`src/rtl/typing_pkg.sv`:
```
// Shared constants and state encoding for the typing scorer.
// Key codes and the centisecond cap are common to the engine and its test bench.
package typing_pkg;

    localparam logic [4:0]  KEY_BACK   = 5'd27;
    localparam logic [4:0]  KEY_SPACE  = 5'd28;
    localparam int unsigned CENTIS_CAP = 18000;

    typedef enum logic [1:0] {
        ST_IDLE = 2'd0,
        ST_RUN  = 2'd1,
        ST_CALC = 2'd2,
        ST_DONE = 2'd3
    } state_t;

endpackage

```
`src/rtl/typing_scorer_seq_divider.sv`:
```
// Restoring divider: 2W-bit dividend over W-bit divisor, one quotient bit per cycle.
// The dividend high half preloads the remainder; if it already reaches the divisor the quotient saturates.
module seq_divider #(
    parameter int W = 24
) (
    input  logic             clk,
    input  logic             rst_n,
    input  logic             clr,
    input  logic             start,
    input  logic [2*W-1:0]   dividend,
    input  logic [W-1:0]     divisor,
    output logic             busy,
    output logic             done,
    output logic             div_zero,
    output logic [W-1:0]     quotient
);

    localparam int CW = $clog2(W + 1);

    logic          busy_q, busy_d;
    logic          done_q, done_d;
    logic          dz_q, dz_d;
    logic          ovf_q, ovf_d;
    logic [CW-1:0] cnt_q, cnt_d;
    logic [W-1:0]  rem_q, rem_d;
    logic [W-1:0]  quo_q, quo_d;
    logic [W-1:0]  dsr_q, dsr_d;
    logic [W:0]    trial_s;

    // Load, iterate and finish control for one division
    always_comb begin
        busy_d  = busy_q;
        done_d  = 1'b0;
        dz_d    = dz_q;
        ovf_d   = ovf_q;
        cnt_d   = cnt_q;
        rem_d   = rem_q;
        quo_d   = quo_q;
        dsr_d   = dsr_q;
        trial_s = {rem_q, quo_q[W-1]} - {1'b0, dsr_q};
        if (clr) begin
            busy_d = 1'b0;
            cnt_d  = '0;
        end else if (start && !busy_q) begin
            busy_d = 1'b1;
            cnt_d  = CW'(W);
            rem_d  = dividend[2*W-1:W];
            quo_d  = dividend[W-1:0];
            dsr_d  = divisor;
            dz_d   = (divisor == '0);
            ovf_d  = (divisor != '0) && (dividend[2*W-1:W] >= divisor);
        end else if (busy_q) begin
            // A borrow in the top bit means the trial subtraction went negative
            if (!trial_s[W]) begin
                rem_d = trial_s[W-1:0];
                quo_d = {quo_q[W-2:0], 1'b1};
            end else begin
                rem_d = {rem_q[W-2:0], quo_q[W-1]};
                quo_d = {quo_q[W-2:0], 1'b0};
            end
            cnt_d = cnt_q - CW'(1);
            if (cnt_q == CW'(1)) begin
                busy_d = 1'b0;
                done_d = 1'b1;
            end else begin
                busy_d = 1'b1;
            end
        end else begin
            busy_d = 1'b0;
        end
    end

    // Divider state registers
    always_ff @(posedge clk or negedge rst_n) begin
        if (!rst_n) begin
            busy_q <= 1'b0;
            done_q <= 1'b0;
            dz_q   <= 1'b0;
            ovf_q  <= 1'b0;
            cnt_q  <= '0;
            rem_q  <= '0;
            quo_q  <= '0;
            dsr_q  <= '0;
        end else begin
            busy_q <= busy_d;
            done_q <= done_d;
            dz_q   <= dz_d;
            ovf_q  <= ovf_d;
            cnt_q  <= cnt_d;
            rem_q  <= rem_d;
            quo_q  <= quo_d;
            dsr_q  <= dsr_d;
        end
    end

    assign busy     = busy_q;
    assign done     = done_q;
    assign div_zero = dz_q;
    assign quotient = dz_q ? '0 : (ovf_q ? '1 : quo_q);

endmodule

```
`src/rtl/typing_scorer.sv`:
```
// Per-round typing engine: word buffer and cursor, commit scoring against the host target,
// 10 ms round timer, and end-of-round accuracy/WPM through one shared serial divider.
module typing_scorer
    import typing_pkg::*;
#(
    parameter int MAX_LEN  = 16,
    parameter int CHAR_W   = 5,
    parameter int TICK_DIV = 1000000,
    parameter int CNT_W    = 16,
    parameter int LIM_W    = 7
) (
    input  logic                         clk,
    input  logic                         rst_n,
    input  logic                         start,
    input  logic                         abort,
    input  logic                         mode,
    input  logic [LIM_W-1:0]             target_limit,
    input  logic                         key_valid,
    input  logic [CHAR_W-1:0]            key_code,
    input  logic [MAX_LEN*CHAR_W-1:0]    target_word,
    input  logic [$clog2(MAX_LEN+1)-1:0] target_len,
    output logic                         word_req,
    output logic [LIM_W-1:0]             word_idx,
    output logic [MAX_LEN*CHAR_W-1:0]    typed,
    output logic [$clog2(MAX_LEN+1)-1:0] cursor,
    output logic [14:0]                  centis,
    output logic [CNT_W-1:0]             words_done,
    output logic [CNT_W-1:0]             typed_total,
    output logic [CNT_W-1:0]             correct_total,
    output logic [6:0]                   acc,
    output logic [9:0]                   wpm,
    output logic                         busy,
    output logic                         done
);

    localparam int LEN_W = $clog2(MAX_LEN + 1);
    localparam int BUF_W = MAX_LEN * CHAR_W;
    localparam int DIV_W = CNT_W + 8;
    localparam int PRE_W = $clog2(TICK_DIV + 1);
    localparam logic [14:0]      CS_CAP   = 15'(CENTIS_CAP);
    localparam logic [PRE_W-1:0] PRE_LAST = PRE_W'(TICK_DIV - 1);

    state_t              state_q, state_d;
    logic                mode_q, mode_d;
    logic [LIM_W-1:0]    lim_q, lim_d;
    logic [BUF_W-1:0]    buf_q, buf_d;
    logic [LEN_W-1:0]    cursor_q, cursor_d;
    logic [CNT_W-1:0]    words_q, words_d;
    logic [CNT_W-1:0]    typed_tot_q, typed_tot_d;
    logic [CNT_W-1:0]    correct_q, correct_d;
    logic [LIM_W-1:0]    word_idx_q, word_idx_d;
    logic [14:0]         centis_q, centis_d;
    logic [PRE_W-1:0]    pre_q, pre_d;
    logic                commit_q, commit_d;
    logic                word_req_q, word_req_d;
    logic [6:0]          acc_q, acc_d;
    logic [9:0]          wpm_q, wpm_d;
    logic [1:0]          ph_q, ph_d;
    logic                busy_q, busy_d;
    logic                done_q, done_d;

    logic                is_letter_s;
    logic                tick_s;
    logic [14:0]         lim_cs_s;
    logic [LEN_W-1:0]    matches_s;
    logic                div_start_s;
    logic                div_clr_s;
    logic [2*DIV_W-1:0]  div_dividend_s;
    logic [DIV_W-1:0]    div_divisor_s;
    logic                div_busy_s;
    logic                div_done_s;
    logic                div_zero_s;
    logic [DIV_W-1:0]    div_quo_s;

    function automatic logic [LEN_W-1:0] count_matches(
        input logic [BUF_W-1:0] a,
        input logic [BUF_W-1:0] b,
        input logic [LEN_W-1:0] n_a,
        input logic [LEN_W-1:0] n_b
    );
        logic [LEN_W-1:0] n;
        n = '0;
        for (int i = 0; i < MAX_LEN; i++) begin
            if ((LEN_W'(i) < n_a) && (LEN_W'(i) < n_b) &&
                (a[i*CHAR_W +: CHAR_W] == b[i*CHAR_W +: CHAR_W])) begin
                n = n + LEN_W'(1);
            end else begin
                n = n;
            end
        end
        return n;
    endfunction

    function automatic logic [CNT_W-1:0] sat_add(
        input logic [CNT_W-1:0] a,
        input logic [CNT_W-1:0] b
    );
        logic [CNT_W:0] s;
        s = {1'b0, a} + {1'b0, b};
        if (s[CNT_W]) begin
            return '1;
        end else begin
            return s[CNT_W-1:0];
        end
    endfunction

    seq_divider #(.W(DIV_W)) u_div (
        .clk      (clk),
        .rst_n    (rst_n),
        .clr      (div_clr_s),
        .start    (div_start_s),
        .dividend (div_dividend_s),
        .divisor  (div_divisor_s),
        .busy     (div_busy_s),
        .done     (div_done_s),
        .div_zero (div_zero_s),
        .quotient (div_quo_s)
    );

    // Next-state, key handling, round timer and result sequencing
    always_comb begin
        state_d        = state_q;
        mode_d         = mode_q;
        lim_d          = lim_q;
        buf_d          = buf_q;
        cursor_d       = cursor_q;
        words_d        = words_q;
        typed_tot_d    = typed_tot_q;
        correct_d      = correct_q;
        word_idx_d     = word_idx_q;
        centis_d       = centis_q;
        pre_d          = pre_q;
        commit_d       = 1'b0;
        word_req_d     = commit_q;
        acc_d          = acc_q;
        wpm_d          = wpm_q;
        ph_d           = ph_q;
        tick_s         = 1'b0;
        div_start_s    = 1'b0;
        div_clr_s      = 1'b0;
        div_dividend_s = '0;
        div_divisor_s  = '0;
        is_letter_s    = (key_code >= CHAR_W'(1)) && (key_code <= CHAR_W'(26));
        lim_cs_s       = 15'(lim_q) * 15'd100;
        matches_s      = count_matches(buf_q, target_word, cursor_q, target_len);

        if (abort) begin
            state_d   = ST_IDLE;
            acc_d     = 7'd0;
            wpm_d     = 10'd0;
            ph_d      = 2'd0;
            div_clr_s = 1'b1;
        end else begin
            case (state_q)
                ST_IDLE, ST_DONE: begin
                    if (start) begin
                        mode_d      = mode;
                        lim_d       = target_limit;
                        buf_d       = '0;
                        cursor_d    = '0;
                        words_d     = '0;
                        typed_tot_d = '0;
                        correct_d   = '0;
                        word_idx_d  = '0;
                        centis_d    = 15'd0;
                        pre_d       = '0;
                        acc_d       = 7'd0;
                        wpm_d       = 10'd0;
                        ph_d        = 2'd0;
                        state_d     = (target_limit == '0) ? ST_CALC : ST_RUN;
                    end else begin
                        state_d = state_q;
                    end
                end
                ST_RUN: begin
                    if (key_valid) begin
                        if (is_letter_s) begin
                            if (cursor_q < LEN_W'(MAX_LEN)) begin
                                buf_d[cursor_q*CHAR_W +: CHAR_W] = key_code;
                                cursor_d = cursor_q + LEN_W'(1);
                            end else begin
                                cursor_d = cursor_q;
                            end
                        end else if (key_code == CHAR_W'(KEY_BACK)) begin
                            if (cursor_q != '0) begin
                                buf_d[(cursor_q - LEN_W'(1))*CHAR_W +: CHAR_W] = '0;
                                cursor_d = cursor_q - LEN_W'(1);
                            end else begin
                                cursor_d = cursor_q;
                            end
                        end else if (key_code == CHAR_W'(KEY_SPACE)) begin
                            if (cursor_q != '0) begin
                                commit_d    = 1'b1;
                                correct_d   = sat_add(correct_q, CNT_W'(matches_s));
                                typed_tot_d = sat_add(typed_tot_q, CNT_W'(cursor_q));
                                words_d     = sat_add(words_q, CNT_W'(1));
                                word_idx_d  = (word_idx_q == '1) ? word_idx_q : word_idx_q + LIM_W'(1);
                                buf_d       = '0;
                                cursor_d    = '0;
                            end else begin
                                commit_d = 1'b0;
                            end
                        end else begin
                            cursor_d = cursor_q;
                        end
                    end else begin
                        cursor_d = cursor_q;
                    end

                    if (pre_q == PRE_LAST) begin
                        pre_d    = '0;
                        tick_s   = 1'b1;
                        centis_d = (centis_q == CS_CAP) ? centis_q : centis_q + 15'd1;
                    end else begin
                        pre_d = pre_q + PRE_W'(1);
                    end

                    // A commit landing with the expiry tick is already folded into the totals above
                    if ((tick_s && ((centis_d >= CS_CAP) || (!mode_q && (centis_d >= lim_cs_s)))) ||
                        (mode_q && commit_d && (words_d >= CNT_W'(lim_q)))) begin
                        state_d = ST_CALC;
                        ph_d    = 2'd0;
                    end else begin
                        state_d = ST_RUN;
                    end
                end
                ST_CALC: begin
                    case (ph_q)
                        2'd0: begin
                            if (!div_busy_s) begin
                                div_start_s    = 1'b1;
                                div_dividend_s = (2*DIV_W)'(correct_q) * (2*DIV_W)'(7'd100);
                                div_divisor_s  = DIV_W'(typed_tot_q);
                                ph_d           = 2'd1;
                            end else begin
                                ph_d = 2'd0;
                            end
                        end
                        2'd1: begin
                            if (div_done_s) begin
                                acc_d          = div_zero_s ? 7'd0 :
                                                 ((div_quo_s > DIV_W'(100)) ? 7'd100 : div_quo_s[6:0]);
                                div_start_s    = 1'b1;
                                div_dividend_s = (2*DIV_W)'(correct_q) * (2*DIV_W)'(11'd1200);
                                div_divisor_s  = DIV_W'(centis_q);
                                ph_d           = 2'd2;
                            end else begin
                                ph_d = 2'd1;
                            end
                        end
                        2'd2: begin
                            if (div_done_s) begin
                                wpm_d   = div_zero_s ? 10'd0 :
                                          ((div_quo_s > DIV_W'(1023)) ? 10'd1023 : div_quo_s[9:0]);
                                ph_d    = 2'd0;
                                state_d = ST_DONE;
                            end else begin
                                ph_d = 2'd2;
                            end
                        end
                        default: ph_d = 2'd0;
                    endcase
                end
                default: state_d = ST_IDLE;
            endcase
        end

        busy_d = (state_d == ST_RUN) || (state_d == ST_CALC);
        done_d = (state_d == ST_DONE);
    end

    // Engine state registers
    always_ff @(posedge clk or negedge rst_n) begin
        if (!rst_n) begin
            state_q     <= ST_IDLE;
            mode_q      <= 1'b0;
            lim_q       <= '0;
            buf_q       <= '0;
            cursor_q    <= '0;
            words_q     <= '0;
            typed_tot_q <= '0;
            correct_q   <= '0;
            word_idx_q  <= '0;
            centis_q    <= 15'd0;
            pre_q       <= '0;
            commit_q    <= 1'b0;
            word_req_q  <= 1'b0;
            acc_q       <= 7'd0;
            wpm_q       <= 10'd0;
            ph_q        <= 2'd0;
            busy_q      <= 1'b0;
            done_q      <= 1'b0;
        end else begin
            state_q     <= state_d;
            mode_q      <= mode_d;
            lim_q       <= lim_d;
            buf_q       <= buf_d;
            cursor_q    <= cursor_d;
            words_q     <= words_d;
            typed_tot_q <= typed_tot_d;
            correct_q   <= correct_d;
            word_idx_q  <= word_idx_d;
            centis_q    <= centis_d;
            pre_q       <= pre_d;
            commit_q    <= commit_d;
            word_req_q  <= word_req_d;
            acc_q       <= acc_d;
            wpm_q       <= wpm_d;
            ph_q        <= ph_d;
            busy_q      <= busy_d;
            done_q      <= done_d;
        end
    end

    assign word_req      = word_req_q;
    assign word_idx      = word_idx_q;
    assign typed         = buf_q;
    assign cursor        = cursor_q;
    assign centis        = centis_q;
    assign words_done    = words_q;
    assign typed_total   = typed_tot_q;
    assign correct_total = correct_q;
    assign acc           = acc_q;
    assign wpm           = wpm_q;
    assign busy          = busy_q;
    assign done          = done_q;

endmodule

```
`config.mk`:
```
export PLATFORM = sky130hd
export DESIGN_NAME = typing_scorer
export DESIGN_NICKNAME = d
export VERILOG_FILES = /design/src/rtl/typing_pkg.sv /design/src/rtl/typing_scorer_seq_divider.sv /design/src/rtl/typing_scorer.sv
export SDC_FILE = /design/constraint.sdc
export NUM_CORES = 1
export LEC_CHECK = 0
export CORE_UTILIZATION = 60
export CTS_CLUSTER_DIAMETER = 30
export DETAILED_ROUTE_END_ITERATION = 8
export PLACE_DENSITY = 0.84
export SYNTH_ARGS = -nofsm -noshare
export SYNTH_HDL_FRONTEND = slang
export SYNTH_HIERARCHICAL = 1
export SYNTH_SLANG_ARGS = --single-unit
```
`constraint.sdc`:
```
create_clock -name clk -period 27.8 [get_ports clk]
set_clock_uncertainty 0.1 [all_clocks]
set_input_delay 5.56 -clock clk [delete_from_list [all_inputs] [get_ports clk]]
set_output_delay 5.56 -clock clk [all_outputs]
set_load 0.02 [all_outputs]
```
### Yosys cells after proc, flatten, opt, wreduce, memory -nomap -nowiden

Cells that the tools add are included.

* register bits after elaboration: 289
* bits in latches: 0
* memory bits (writable): 0
* ROM bits: 0
* input bits: 103
* output and inout bits: 175
* word-level logic and storage cells: 368
* memories: 0

* add/subtract/negate cells: 28
* multiply operators: 5
* div/mod/pow operators: 0
* magnitude comparators: 41
* eq/ne operators: 45
* shift operators: 4
* multiplexer cells: 152
* bitwise gates (word level): 2
* reduce and logical (&&, ||, !) cells: 65

Operator list (number)
* 80-bit two-way mux: 8
* 16-bit two-way mux: 24
* 24-bit two-way mux: 7
* 80-bit bitwise mux: 2
* 80-bit case mux with 2 select lines: 1
* 5-bit by 34-bit variable shift with 80-bit output (first input constant): 2
* 5-bit two-way mux: 26
* 16-bit case mux with 2 select lines: 4
* 15-bit two-way mux: 6
* 7-bit two-way mux: 12
* 27-bit two-way mux: 3
* 5-bit by 1-bit adder with 5-bit output (second input constant): 16
* 5-bit equality test: 16
* 4-bit by 5-bit less-than comparator with 1-bit output (first input constant): 16
* 5-bit by 34-bit indexed part select with 80-bit output: 1
* 5-bit by 34-bit indexed part select with 80-bit output (first input constant): 1
* 10-bit two-way mux: 6
* 27-bit case mux with 2 select lines: 1
* 3-bit by 5-bit less-than comparator with 1-bit output (first input constant): 8
* 20-bit two-way mux: 2
* 20-bit case mux with 2 select lines: 1
* 1-bit logical AND: 39
* 16-bit by 5-bit adder with 17-bit output: 2
* 32-bit negator with 34-bit output: 1
* 61 further kinds: 137

### Depth between registers and ports, before layout

Gate-level depths: netlist of run 1.

* depth after elaboration: 42
* depth in mapped cells: 62
* mapped depth without buffers: 59

### Cells and area by module

Netlist of run 1, hierarchy kept.

By module, submodules not included
* typing_scorer: instances 1, cells an instance 2553, area an instance 20287.0 µm², seq. area each 5205.0 µm²
* seq_divider: instances 1, cells an instance 738, area an instance 5776.8 µm², seq. area each 2026.9 µm²

### Worst setup path before layout of run 1

Ideal clock, no wire load.

* path type: in2reg
* from: in target_len[4]
* to: reg correct_q[15] (netlist: correct_total[15])
* library setup time: 0.137 ns
* arrival time: 16.573 ns
* required time: 27.563 ns
* path slack: 10.990 ns
* stages on the path: 57
* path buffers: 3
* cell sequence: buf_4 > nor3_1 > a211oi_1 > nand4_1 > inv_1 > ha_1 > a21oi_1 > nor2_1 > ha_1 > nand3_1 > o31ai_1 > ha_1 > o22a_1 > ha_1 > a2bb2oi_1 > o31a_1 > ha_1 > nor4_1 > [... 21 more ...] > ha_1 > mux2_2 > ha_1 > mux2_2 > ha_1 > mux2_2 > fa_1 > a21o_1 > a21oi_1 > nor2b_1 > o21a_1 > and3_1 > and2_1 > clkbuf_1 > and3_1 > clkbuf_1 > o31ai_1 > a21oi_1

* word-level cells in the longest chain between the ends: 42
* elaborated cells between the ends (all ways): 87
* those cells by class: add/sub: 16; order compare: 16; mux: 23; reduce/logical: 32

RTL lines
* start, declared: line typing_scorer.sv:21 `input logic [$clog2(MAX_LEN+1)-1:0] target_len,`
* 1-bit by 5-bit less-than comparator with 1-bit output: line typing_scorer.sv:84 `if ((LEN_W'(i) < n_a) && (LEN_W'(i) < n_b) &&`
* 1-bit logical AND (2 in series): line typing_scorer.sv:84
* 1-bit two-way mux: line typing_scorer.sv:84
* 5-bit by 1-bit adder with 5-bit output: line typing_scorer.sv:86 `n = n + LEN_W'(1);`
* 5-bit two-way mux: line typing_scorer.sv:84
* 5-bit by 1-bit adder with 5-bit output: line typing_scorer.sv:86
* 5-bit two-way mux: line typing_scorer.sv:84
* 5-bit by 1-bit adder with 5-bit output: line typing_scorer.sv:86
* [... 25 more ...]
* 16-bit by 5-bit adder with 17-bit output *: line typing_scorer.sv:99 `s = {1'b0, a} + {1'b0, b};`
* 16-bit two-way mux *: line typing_scorer.sv:100 `if (s[CNT_W]) begin`
* 16-bit two-way mux *: line typing_scorer.sv:192 `if (cursor_q != '0) begin`
* 16-bit two-way mux *: line typing_scorer.sv:191 `end else if (key_code == CHAR_W'(KEY_SPACE)) begin`
* 16-bit two-way mux *: line typing_scorer.sv:184 `end else if (key_code == CHAR_W'(KEY_BACK)) begin`
* 16-bit two-way mux *: line typing_scorer.sv:177 `if (is_letter_s) begin`
* 16-bit two-way mux *: line typing_scorer.sv:176 `if (key_valid) begin`
* 16-bit case mux with 2 select lines *: line typing_scorer.sv:154 `case (state_q)`
* end signal, assigned: line typing_scorer.sv:301 `correct_q <= correct_d;`
* end, declared: line typing_scorer.sv:50 `logic [CNT_W-1:0] correct_q, correct_d;`

Mark *: on every way between the ends. The rest lies on a longest branch, timed or not. The select of a mux whose other input is x is not followed.
A chain may end at the register's enable or synchronous reset.

### Worst setup path after layout of run 1

* from: in target_len[4]
* to: reg correct_q[13] (netlist: correct_total[13])

The elaborated chain is that of the path after synthesis.

==> results of run 1 <==
-- logic make-up after synthesis --
| logic type | synth area share (%) |
|---|---|
| XOR/XNOR | 7.67 |
| buffers and inverters | 6.06 |
| flip-flops | 27.7 |
| adder cells (fa/ha/maj) | 15.6 |
| multiplexers | 1.16 |
| other | 0.0144 |
| AND/OR/NAND/NOR | 20.4 |
| AO/OA/AOI/OAI | 21.4 |
-- stage by stage --
stage / cell area [µm²] / utilization (%) / instances / worst slack [ns]
finish: 32300 / 76.2 / 4263 / 9.20
global route: 32300 / 76.2 / 4261 / 8.46
CTS: 32300 / 76.2 / 4261 / 9.61
detailed placement: 29600 / 69.8 / 4117 / 9.08
global placement: 29600 / 69.8 / 4117 / 9.59
floorplan: 26300 / - / 3358 / 10.99
-- layer usage --
metal | wire (µm) | share of wire (%) | track usage (%) | up-vias
li1 | - | - | - | 12200
met1 | 34800 | 37 | 51.2 | 13000
met2 | 43700 | 46 | 69.1 | 1738
met3 | 9770 | 10 | 10.6 | 455
met4 | 6820 | 7.2 | 28.4 | 0
met5 | 0 | 0 | 0 | -
-- flip-flops by register name (all words and copies together) (netlist names), 7 cells and up --
register,cells
lim_q,7
correct_total,16
words_done,16
u_div/rem_q,24
typed,80
u_div/quo_q,24
wpm,10
word_idx,7
acc,7
centis,15
typed_total,16
u_div/dsr_q,24
pre_q,20
-- report_power, final --
part,switching [mW],internal (mW)
Clock,0.303,0.612
Sequential,0.0755,0.496
Combinational,1.16,0.550
-- how the worst max path moves through the flow --
stage,from,to,slack (ns),depth (start not counted)
2_1_floorplan,target_len[4],correct_total[15],10.99,57
3_3_place_gp,target_len[4],correct_total[15],9.59,55
3_5_place_dp,target_len[4],correct_total[9],9.08,55
4_1_cts,target_len[4],correct_total[13],9.61,55
5_1_grt,target_len[4],correct_total[9],8.46,57
6_report,target_len[4],correct_total[13],9.20,55
-- cell type report --
type                            instances  area share [%]
Multi-Input combinational cell       2657            54.3
Sequential cell                       289            22.4
Timing Repair Buffer                  317            9.52
Tap cell                              577            2.23
Clock inverter                         44            1.68
Inverter                              277            3.22
Antenna cell                            2          0.0155
Clock buffer                          100            6.70
-- critical path, delay by kind of cell --
kind            cells  cell delay (ns)
simple gates       16             3.85
compound gates     16             2.83
buf+inv             4             0.91
fa+ha+maj          15             4.66
mux                 4             1.16
-- cell usage in the layout (no fill, tap or decap), types with 12 or more instances in the layout --
| cell type | n |
|---|---|
| or3_1 | 26 |
| xnor2_1 | 106 |
| mux2i_1 | 19 |
| nor4_1 | 29 |
| o21ai_0 | 336 |
| dfrtp_1 | 289 |
| fa_1 | 40 |
| nor2_1 | 314 |
| nand3_1 | 87 |
| nor2b_1 | 17 |
| or2_2 | 12 |
| and3_1 | 33 |
| nand4_1 | 40 |
| clkinv_4 | 12 |
| clkbuf_16 | 80 |
| a22o_1 | 21 |
| buf_4 | 40 |
| nand2_1 | 416 |
| nand2b_1 | 24 |
| conb_1 | 68 |
| inv_1 | 274 |
| a211oi_1 | 29 |
| a21oi_1 | 201 |
| o31ai_1 | 55 |
| and2_1 | 27 |
| a32o_1 | 13 |
| a22oi_1 | 26 |
| a31oi_1 | 52 |
| a21boi_0 | 17 |
| ha_1 | 259 |
| xor2_1 | 94 |
| a21o_1 | 36 |
| clkdlybuf4s50_1 | 276 |
| nor3_1 | 46 |
==> impl_metrics.yaml, run 1 <==
detailed_routing:
  drtAntennaViolNets: 0
  wire_per_inst_um: 22.3
  dr.pass1.iters: 6
  post-route-drc-count: 0
  initialDrtViolationCount: 2851
  routed_wl_um: 95200
  via_count: 27400
  avgViaCountPerCell: 6.42
clocking:
  numCtsBuffers: 79
  postCtsSetupBuffers: 0
  cts_buffer_depth: 3
  clock-sinks: 289
  cts_tree: "built"
  h-tree-depth: 3
  postCtsHoldBufs: 0
  cts_resized: 0
  clock_latency_ns: 0.63
  clk_pin_slew_ns: 0.05
  root_buffer: "clkbuf_16"
timing:
  slew-limit-headroom_pct: 13.4
  final_max_slew_viol_count: 0
  finalCritPeriodShare_pct: 66.9
  worst_slew_pin_slew_ns: 1.29
  period_needed_ns: 18.60
  max_clock_freq_ghz: 0.0538
  fin_hold_ws_ns: 0.251
  hold_violations: 0
  finalSetupViolCount: 0
  tns_ns: 0
  rsz0062_at_grt: "false"
power_and_ir_drop:
  power_leakage_nw: 14.6
  peakVddDrop_v: 0.0000945
  power_per_cell_area_nw_per_um2: 98.8
  finalPower_mw: 3.20
yosys:
  synth_commonest_cells: "nand2_1 (416), o21ai_0 (336), nor2_1 (317), dfrtp_1 (289), inv_1 (274)"
  synth_top_area_share_pct: 27.7
  synth_warnings: 6
  synthArstFlopShare_pct: 100
  yosysMostFrequentCell: "nand2_1"
  synth_area_um2: 26100
  synth_seq_cells: 289
  avgSynthCellArea_um2: 7.92
  synth_edf_count: 0
  synth_ff_type: "dfrtp_1"
  synthTopCellsByArea: "dfrtp_1 (28%), ha_1 (12%), o21ai_0 (6.5%)"
  yosysSeqAreaShare_pct: 27.7
  netlist_instances: 3291
  yosysUniqueCellTypes: 95
  yosysTopAreaCell: "dfrtp_1"
die:
  initial_core_util_pct: 61.4
  die_h_um: 210
  std_cell_rows: 75
  dieArea_um2: 44300
  core-area_um2: 42400
  dieWidth_um: 210
  pin_count: 278
critical_path:
  r2r-end: "correct_total[13]"
  crit_type: "in2reg"
  timing.rr.start: "cursor[4]"
  crit_path_start_kind: "primary input"
  end_kind: "register"
  critPathMaxStageDelay_ns: 0.59
  cp.arrival_ns: 18.97
  critPathMaxFanout: 11
  reg2reg_depth: 56
  required_ns: 28.17
  crit_slowest_cell: "clkdlybuf4s50_1"
  crit_top_cell: "ha_1"
  r2r_setup_slack_ns: 13.54
status:
  status: "complete, no violations"
global_route:
  grt_usage_pct: 43.0
  grt_pass1_wl_um: 148000
  grt_max_degree: 110
  grt_antenna_before_repair: 2
  grt_overflow: 0
  grt_pass1_vias: 27300
worst_hold_path:
  min_to: "word_req"
  hp-class: "reg2reg"
  hold_depth: 0
  hp-start: "commit_q"
cells_and_area:
  drive_above_1_share_pct: 6.60
  fillers: 3035
  area_growth_pct: 24.1
  multi_input_area_um2: 17600
  fin_nets: 4024
  seq_area_um2: 7230
job:
  drv_cap: 0
place:
  port_buffers: 277
  place_congestion: 1.06
  dpl.hpwl_um: 69000
(Power assumes the default switching activity.)
==> run 2, diff against run 1 <==
Settings changed: CORE_UTILIZATION 60 to 59, PLACE_DENSITY 0.84 to 0.83.
Clock period 27.8 ns to 17.28 ns, I/O delays scaled along.
==> run 2 against run 1 <==
Via count shrank 0.83%. Routed wire length down 0.79%. Largest power group unchanged. Sequential share of layout area decreased by 0.21 points.
==> impl_metrics.yaml, run 2 (synthesis gave the netlist of run 1 again) <==
status:
  status: "complete, no violations"
timing:
  finalCritPeriodShare_pct: 96.2
  hold_violations: 0
  period_needed_ns: 16.63
  rsz0062_at_grt: "false"
  finalSetupViolCount: 0
  tns_ns: 0
  fin_hold_ws_ns: 0.248
  slew-limit-headroom_pct: 18.1
  worst_slew_pin_slew_ns: 1.22
  max_clock_freq_ghz: 0.0601
  final_max_slew_viol_count: 0
die:
  dieWidth_um: 212
  initial_core_util_pct: 60.1
  core-area_um2: 43400
  pin_count: 278
  dieArea_um2: 45000
  std_cell_rows: 76
  die_h_um: 212
cells_and_area:
  most-common-layout-cells: "nand2_1 (416), o21ai_0 (336), nor2_1 (314)"
  drive_above_1_share_pct: 6.62
  fillers: 3190
  diodes: 0
  area_growth_pct: 25.3
  fin_nets: 4024
  layout_commonest_cell: "nand2_1"
  largest_reg_flops: 80
power_and_ir_drop:
  p_seq_share_pct: 17.4
  peakVddDrop_v: 0.000194
  pwr-share-comb_pct: 51.1
  power_per_cell_area_nw_per_um2: 162
  power_leakage_nw: 14.7
  switching_share_pct: 45.8
  p_int_mw: 2.87
  power_frac_clock_pct: 31.5
  power_switching_mw: 2.42
critical_path:
  critPathLaunch: "target_len[4]"
  critPathMaxStageDelay_ns: 0.59
  crit_slowest_cell: "clkdlybuf4s50_1"
  r2r_setup_slack_ns: 3.22
  cp.arrival_ns: 16.98
  reg2reg_depth: 57
  required_ns: 17.64
  crit_path_start_kind: "primary input"
  crit_type: "in2reg"
  crit_top_cell: "ha_1"
  end_kind: "register"
  timing.rr.start: "cursor[1]"
  r2r-end: "correct_total[15]"
  critPathMaxFanout: 11
worst_hold_path:
  min_to: "word_req"
  hp-class: "reg2reg"
  hp-start: "commit_q"
  hold_depth: 0
clocking:
  postCtsSetupBuffers: 0
  clk_pin_slew_ns: 0.05
  postCtsHoldBufs: 0
  h-tree-depth: 3
  numCtsBuffers: 79
  cts_buffer_depth: 3
  root_buffer: "clkbuf_16"
  clock_latency_ns: 0.62
  clock-sinks: 289
  cts_resized: 0
  cts_tree: "built"
global_route:
  grt_overflow: 0
  grt_antenna_before_repair: 0
  grt_max_degree: 113
  grt_pass1_vias: 27200
  grt_pass1_wl_um: 146000
  grt_usage_pct: 42.2
detailed_routing:
  via_count: 27100
  dr.pass1.iters: 7
  initialDrtViolationCount: 2590
  avgViaCountPerCell: 6.35
  wire_per_inst_um: 22.1
  drtAntennaViolNets: 0
  post-route-drc-count: 0
  routed_wl_um: 94400
place:
  place_congestion: 1.02
  dpl.hpwl_um: 68600
  port_buffers: 277
job:
  drv_cap: 0
## run 2: how the worst max path moves through the flow
stage / end / cells after the start / slack, ns
2_1_floorplan: correct_total[15] / 57 / 2.57
3_3_place_gp: correct_total[15] / 55 / 1.03
3_5_place_dp: correct_total[15] / 55 / 0.48
4_1_cts: correct_total[15] / 55 / 0.94
5_1_grt: correct_total[15] / 57 / 0.06
6_report: correct_total[15] / 55 / 0.65
## run 2: power groups by stage
stage	sequential, mW	clock (mW)	combinational, mW
after CTS	0.915	1.67	2.63
final	0.921	1.67	2.71
after global placement	0.914	0	2.50
after global routing	0.931	1.71	2.95
after floorplan	0.906	0	1.83
after detailed placement	0.921	0	2.59
## run 2: layout make-up
cell class	count	area (µm²)	area share (%)
clock inverters	44	850	2.60
flip-flops and latches	289	7230	22.1
multi-input cells	2657	17600	53.8
well taps	585	732	2.24
inverters	277	1040	3.18
repair buffers	317	3080	9.43
clock buffers	101	2170	6.64
## run 2: critical path: cells and delay by family
kind	cells	cell delay, ns
compound gates	16	2.91
fa+ha+maj	15	4.67
buf+inv	4	0.88
mux	4	1.16
simple gates	16	3.86
## run 2: through the flow
stage | total power [mW] | worst slack [ns] | instances | utilization [%] | area, µm²
4_1_cts | 5.21 | 0.935 | 4270 | 75.3 | 32700
2_1_floorplan | 2.73 | 2.57 | 3358 | - | 26300
3_3_place_gp | 3.42 | 1.03 | 4125 | 68.3 | 29600
5_1_grt | 5.59 | 0.0645 | 4270 | 75.3 | 32700
3_5_place_dp | 3.51 | 0.481 | 4125 | 68.3 | 29600
6_report | 5.30 | 0.654 | 4270 | 75.3 | 32700
## run 2: routing by layer
metal / routed length [µm] / up-vias / GRT usage, %
met1: 35100 / 12900 / 50.1
met3: 9180 / 416 / 9.34
met2: 43200 / 1609 / 68.4
met4: 6900 / 0 / 28.6
met5: 0 / - / 0
li1: - / 12200 / -
